File: src/rtl/booth_operand_seq.sv
// Operand sequencer and result collector for the Booth multiplier: feeds multiplier then
// multiplicand onto the shared data bus, collects the product or flags a timeout.
module booth_operand_seq #(
    parameter int N       = 9,
    parameter int TIMEOUT = 2*N+8
) (
    input  logic           clk,
    input  logic           rst_n,
    input  logic           req_valid,
    output logic           req_ready,
    input  logic [N-1:0]   req_mplier,
    input  logic [N-1:0]   req_mcand,
    output logic           mul_start,
    output logic [N-1:0]   mul_data,
    input  logic           mul_done,
    input  logic [2*N-1:0] mul_product,
    output logic           rsp_valid,
    input  logic           rsp_ready,
    output logic [2*N-1:0] rsp_product,
    output logic           rsp_err,
    output logic           busy
);

    localparam int CW = $clog2(TIMEOUT+1);
    localparam logic [CW-1:0] CNT_LAST = CW'(TIMEOUT-1);
    localparam logic [CW-1:0] CNT_MAX  = {CW{1'b1}};

    typedef enum logic [2:0] {
        S_IDLE, S_ARM, S_START, S_LDQ, S_LDP, S_WAIT, S_RESP
    } state_t;

    state_t           r_state;
    logic signed [N-1:0] r_mplier;
    logic signed [N-1:0] r_mcand;
    logic [CW-1:0]    r_cnt;
    logic             r_req_ready;
    logic             r_mul_start;
    logic [N-1:0]     r_mul_data;
    logic             r_rsp_valid;
    logic [2*N-1:0]   r_rsp_product;
    logic             r_rsp_err;
    logic             r_busy;

    // Every output is registered alongside the state so no input reaches an output combinationally.
    always_ff @(posedge clk or negedge rst_n) begin
        if (!rst_n) begin
            r_state       <= S_IDLE;
            r_mplier      <= '0;
            r_mcand       <= '0;
            r_cnt         <= '0;
            r_req_ready   <= 1'b1;
            r_mul_start   <= 1'b0;
            r_mul_data    <= '0;
            r_rsp_valid   <= 1'b0;
            r_rsp_product <= '0;
            r_rsp_err     <= 1'b0;
            r_busy        <= 1'b0;
        end else begin
            case (r_state)
                S_IDLE: begin
                    if (req_valid && r_req_ready) begin
                        r_mplier    <= req_mplier;
                        r_mcand     <= req_mcand;
                        r_req_ready <= 1'b0;
                        r_busy      <= 1'b1;
                        r_state     <= S_ARM;
                    end
                end
                S_ARM: begin
                    // A done still high from a previous run must clear before a new start.
                    if (!mul_done) begin
                        r_mul_start <= 1'b1;
                        r_mul_data  <= r_mplier;
                        r_state     <= S_START;
                    end
                end
                S_START: begin
                    r_mul_start <= 1'b0;
                    r_mul_data  <= r_mplier;
                    r_state     <= S_LDQ;
                end
                S_LDQ: begin
                    r_mul_data <= r_mcand;
                    r_state    <= S_LDP;
                end
                S_LDP: begin
                    r_cnt   <= '0;
                    r_state <= S_WAIT;
                end
                S_WAIT: begin
                    if (mul_done) begin
                        r_rsp_product <= mul_product;
                        r_rsp_err     <= 1'b0;
                        r_rsp_valid   <= 1'b1;
                        r_state       <= S_RESP;
                    end else if (r_cnt == CNT_LAST) begin
                        r_rsp_product <= '0;
                        r_rsp_err     <= 1'b1;
                        r_rsp_valid   <= 1'b1;
                        r_state       <= S_RESP;
                    end else if (r_cnt != CNT_MAX) begin
                        r_cnt <= r_cnt + 1'b1;
                    end
                end
                S_RESP: begin
                    if (rsp_ready) begin
                        r_rsp_valid <= 1'b0;
                        r_req_ready <= 1'b1;
                        r_busy      <= 1'b0;
                        r_mul_data  <= '0;
                        r_state     <= S_IDLE;
                    end
                end
                default: begin
                    r_mul_start <= 1'b0;
                    r_mul_data  <= '0;
                    r_rsp_valid <= 1'b0;
                    r_req_ready <= 1'b1;
                    r_busy      <= 1'b0;
                    r_state     <= S_IDLE;
                end
            endcase
        end
    end

    assign req_ready   = r_req_ready;
    assign mul_start   = r_mul_start;
    assign mul_data    = r_mul_data;
    assign rsp_valid   = r_rsp_valid;
    assign rsp_product = r_rsp_product;
    assign rsp_err     = r_rsp_err;
    assign busy        = r_busy;

endmodule

File: config.mk
export PLATFORM = sky130hd
export DESIGN_NAME = booth_operand_seq
export DESIGN_NICKNAME = d
export VERILOG_FILES = /design/src/rtl/booth_operand_seq.sv
export SDC_FILE = /design/constraint.sdc
export NUM_CORES = 1
export LEC_CHECK = 0
export CAP_MARGIN = 20
export CORE_ASPECT_RATIO = 0.8
export CORE_MARGIN = 2
export CORE_UTILIZATION = 40
export CTS_CLUSTER_SIZE = 14
export DETAILED_ROUTE_END_ITERATION = 10
export GPL_TIMING_DRIVEN = 0
export MAX_ROUTING_LAYER = met4
export PLACE_DENSITY = 0.69
export REMOVE_ABC_BUFFERS = 1
export SLEW_MARGIN = 20
export SYNTH_ARGS = -nofsm -noshare
export SYNTH_HDL_FRONTEND = slang
export SYNTH_SLANG_ARGS = --single-unit
File: constraint.sdc
create_clock -name clk -period 2.7 [get_ports clk]
set_input_delay 0.54 -clock clk [delete_from_list [all_inputs] [get_ports clk]]
set_output_delay 0.54 -clock clk [all_outputs]
set_load 0.05 [all_outputs]
# Word-level counts from Yosys, hierarchy flattened
# Index checks and enable logic that the tools add are counted.
dict set report word_totals {
  register_bits 58
  word_cells 74
}
dict set report op_classes {
  n_addsub 1
  n_eq_ne 15
  muxes 27
  n_bitwise 4
  reduce_logical 16
}
# op count
set ops {}
lappend ops {{$pmux W9 S5} 1}
lappend ops {{$mux W18} 2}
lappend ops {{$pmux W3 S7} 1}
lappend ops {{$mux W9} 2}
lappend ops {{$mux W3} 5}
lappend ops {{$mux W5} 3}
lappend ops {{$reduce_or A5 Y1} 3}
lappend ops {{$ne A2 B2 Y1 const B} 6}
lappend ops {{$pmux W5 S2} 1}
lappend ops {{$eq A3 B3 Y1 const B} 3}
lappend ops {{$pmux W1 S3} 3}
lappend ops {{$reduce_and A3 Y1} 3}
lappend ops {{$mux W1} 8}
lappend ops {{$reduce_and A4 Y1} 2}
lappend ops {{$eq A3 B2 Y1 const B} 2}
lappend ops {{$reduce_and A2 Y1} 3}
lappend ops {{$add A5 B1 Y5 const B} 1}
lappend ops {{$eq A5 B5 Y1 const B} 1}
lappend ops {{$ne A5 B5 Y1 const B} 1}
lappend ops {{$not A1 Y1} 4}
lappend ops {{$reduce_bool A2 Y1} 2}
lappend ops {{$eq A3 B1 Y1 const B} 1}
lappend ops {{$logic_not A3 Y1} 1}
lappend ops {{$ne A3 B3 Y1 const B} 1}
lappend ops {{other kinds (3)} 3}

# Logic depth before layout (Yosys ltp)
dict set report depth {
  depth_word 5
  mapped_depth 6
  depth_no_buf 6
}

# Least setup slack after synthesis
# Ideal clock, no wire load.
dict set report synth_timing {
  path_type {reg-to-reg}
  from {register r_cnt[0]}
  to {register r_cnt[3]}
  arrival_ns 1.599
  path_slack_ns 0.980
  path_stages_with_launch 7
  cell_sequence {dfrtp_1 ha_1 and3_1 ha_1 and2_1 a211o_1 a22o_1}
}
dict set report synth_between {
  elab_chain_len 5
  elab_cells_between_ends 10
}
# item line
set synth_rtl {}
lappend synth_rtl {{start: declaration} 35} ;# logic [CW-1:0] r_cnt;
lappend synth_rtl {{start signal: assignment} 102} ;# r_cnt <= r_cnt + 1'b1;
lappend synth_rtl {{$add A5 B1 Y5} 102}
lappend synth_rtl {{$mux W5} 101} ;# end else if (r_cnt != CNT_MAX) begin
lappend synth_rtl {{$mux W5} 96} ;# end else if (r_cnt == CNT_LAST) begin
lappend synth_rtl {{$mux W5} 91} ;# if (mul_done) begin
lappend synth_rtl {{$pmux W5 S2} 59} ;# case (r_state)
# Several ways; a longest one is shown, not always the timed one. The select of a mux whose other input is x is not followed.
# A chain may end at the register's enable or synchronous reset.

# Final worst setup path
dict set report layout_timing {
  from {register r_state[0]}
  to {register r_mcand[8]}
}
dict set report layout_between {
  elab_chain_len 2
}
# item line
set layout_rtl {}
lappend layout_rtl {{start: declaration} 32} ;# state_t r_state;
lappend layout_rtl {{start signal: assignment} 47} ;# r_state <= S_IDLE;
lappend layout_rtl {{start signal: assignment} 66} ;# r_state <= S_ARM;
lappend layout_rtl {{start signal: assignment} 74} ;# r_state <= S_START;
lappend layout_rtl {{$logic_not A3 Y1} 59}
lappend layout_rtl {{$reduce_and A2 Y1 (no source line)} -}
lappend layout_rtl {{end signal: assignment} 63} ;# r_mcand <= req_mcand;
lappend layout_rtl {{end: declaration} 34} ;# logic signed [N-1:0] r_mcand;
# No other way between the ends.

==> flow_metrics.tcl <==
set metrics [dict create \
    synth-edff-count 0 \
    peakVddDrop_mv 0.385 \
    post-route-period-util_pct 82.8 \
    clock_sinks 58 \
    worst_slack_ns 0.465 \
    synth-seq-cells 58 \
    io_pins 73 \
    tightest_slew_ns 1.04 \
    holdCritPathClass "input pin to asynchronous set/reset pin" \
    max_slew_margin_pct 30.8 \
    finalNonFillerCells 352 \
    start_util_pct 41.0 \
    viasPerCell 5.19 \
    dp_hpwl_mm 3.78 \
    r2r_cells 3 \
    cts_resized 0 \
    ant_nets 0 \
    hold_ws_ns 0.170 \
    cp.arrival_ns 2.46 \
    fin_util_pct 55.8 \
    clk_latency_ns 0.34 \
    finalNetCount 307 \
    drtPass1Iterations 4 \
    num_antenna_cells 0 \
    dpl.cell_count 336 \
    power.share.clock_pct 43.0 \
    path_clk_slew_ns 0.07 \
    setup_violations 0 \
    dieArea_um2 7170 \
    async_reset_ff_share_pct 100 \
    postSynthCellCount 192 \
    reg2reg_from "r_state[0]" \
    startpoint "r_state[0]" \
    fin_area_um2 3540 \
    synth-main-ff-cell "dfrtp_1" \
    grt_overflow 0 \
    synth_top_area_share_pct 54.8 \
    wirelength_mm 5.54 \
    grtUsageTotal_pct 17.3 \
    p_int_mw 1.28 \
    gp_congestion 0.890 \
    setup_tns_ns 0 \
    wl_per_cell_um 15.7 \
    critPathKind "register to register" \
    r2r_end "r_mcand[8]" \
    ys_warn_count 0 \
    rsz0062_at_grt "no" \
    clock.fmax_ghz 0.447 \
    grt_max_degree 59 \
    crit_path_end "r_mcand[8]" \
    finalMaxSlewViolations 0 \
    pwr_density_cell_nw_per_um2 473 \
    crit_fanout 19 \
    avgSynthCellArea_um2 13.5 \
    skew_ns 0.00929 \
    worstPathRequired_ns 2.92 \
    cts_setup_buffers 0 \
    h-tree-depth 3 \
    die_x_um 94.2 \
    drt_iter0_drc 72 \
    ctsHoldBuffers 0 \
    fin_crit_ns 2.24 \
    synth_cell_types 44 \
    drive_gt1_share_pct 18.7 \
    netlist_top_cells_area "dfrtp_1, mux2_2, a22o_1" \
    place_ws_ns 0.203 \
    p_leak_nw 1.59 \
    final_cell_mix "clkdlybuf4s50_1, dfrtp_1, a22o_1" \
    p_sw_mw 0.395 \
    final_common_cell "clkdlybuf4s50_1" \
    antenna_found_initial 0 \
    cp-end-kind "register" \
    grt_first_pass_wirelength_mm 9.25 \
    cts_tree "yes" \
    power_frac_comb_pct 5.1 \
    outcome "completed" \
    portBuffers 72 \
    p_total_mw 1.68 \
    synth_area_um2 2600 \
    clockRootBuffer "clkbuf_8" \
    vias 1828 \
    place_area_um2 3360 \
    grt_pass1_vias 1804 \
    core_region_area_um2 6340 \
    route.detailed.drc 0 \
    start_kind "register" \
    r2r_slack_ns 0.46 \
    area_growth_pct 36.2 \
    cts_buffers 9 \
    seq_area_frac_synth_pct 55.8 \
    yosysTopAreaCell "dfrtp_1" \
    final-hold-violation-count 0 \
    seqPwrFrac_pct 51.8 \
    cap_viol_max_count 0 \
    core.rowCount 26 \
    die_y_um 76.1 \
    swShare_pct 23.6 \
    clock_path_buffers 2 \
]
==> area by class of cell <==
cell class                      instances  area (µm²)
Inverter                                5        18.8
Clock buffer                           10         138
Clock inverter                          6        41.3
Sequential cell                        58        1450
Multi-Input combinational cell        116        1040
Tap cell                               84         105
Fill cell                             523        2800
Timing Repair Buffer                   73         746
==> power groups by stage <==
| stage | logic, mW | registers, mW | clock network (mW) |
|---|---|---|---|
| global placement | 0.0820 | 0.885 | 0 |
| floorplan | 0.00326 | 0.885 | 0 |
| global route | 0.0943 | 0.868 | 0.779 |
| CTS | 0.0880 | 0.869 | 0.738 |
| detailed placement | 0.0878 | 0.885 | 0 |
| finish | 0.0861 | 0.869 | 0.721 |
==> routing by layer <==
metal | GRT usage [%] | part of all wire [%] | up-vias
met5 | - | 0 | -
li1 | - | - | 871
met3 | 6.43 | 4.2 | 11
met1 | 24.1 | 48 | 905
met4 | 5.94 | 2.3 | 0
met2 | 23.3 | 45 | 41
==> cells in the mapped netlist (2+ instances only) <==
library cell  count
a21boi_0          2
a21oi_1           4
a22o_1           19
a31oi_1           2
a32o_1            9
and2_1            2
and3b_1           2
and4b_1           3
buf_2             5
buf_6             3
clkbuf_1          3
dfrtp_1          57
ha_1              3
inv_1             4
mux2_2           18
mux2_4            9
nand2_1           2
nand2b_1          3
nand3_1           3
nand4_1           2
nand4b_1          2
nor2_1            4
o211ai_1          4
o21ai_0           6
xor2_1            2
==> state kept, by name, indices dropped and copies added, names as in the netlist <==
| name | flops |
|---|---|
| mul_data | 9 |
| r_state | 3 |
| mul_start | 1 |
| r_mplier | 9 |
| r_cnt | 5 |
| rsp_err | 1 |
| r_mcand | 9 |
| req_ready | 1 |
| busy | 1 |
| rsp_product | 18 |
| rsp_valid | 1 |
==> cell families after synthesis <==
| family | after synthesis | synth area share, % |
|---|---|---|
| compound gates | 56 | 17.6 |
| simple gates | 27 | 6.83 |
| buf+inv | 18 | 4.28 |
| flops | 58 | 55.8 |
| xor+xnor | 2 | 0.674 |
| fa+ha+maj | 3 | 1.44 |
| mux | 28 | 13.4 |
==> worst min-delay path by stage <==
stage                           end  slack, ns
finish                   r_mcand[1]       0.17
global route            r_mplier[1]       0.19
CTS                      r_mcand[3]       0.18
detailed placement  rsp_product[13]       0.49
global placement        mul_data[2]       0.49
floorplan                      busy       0.24
==> critical path: stages, from the launching register on <==
cell	delay, ns
dfrtp_1	0.58
nor2_2	0.20
and4b_1	0.91
mux2_2	0.43
Power figures use the tool's default switching activity.
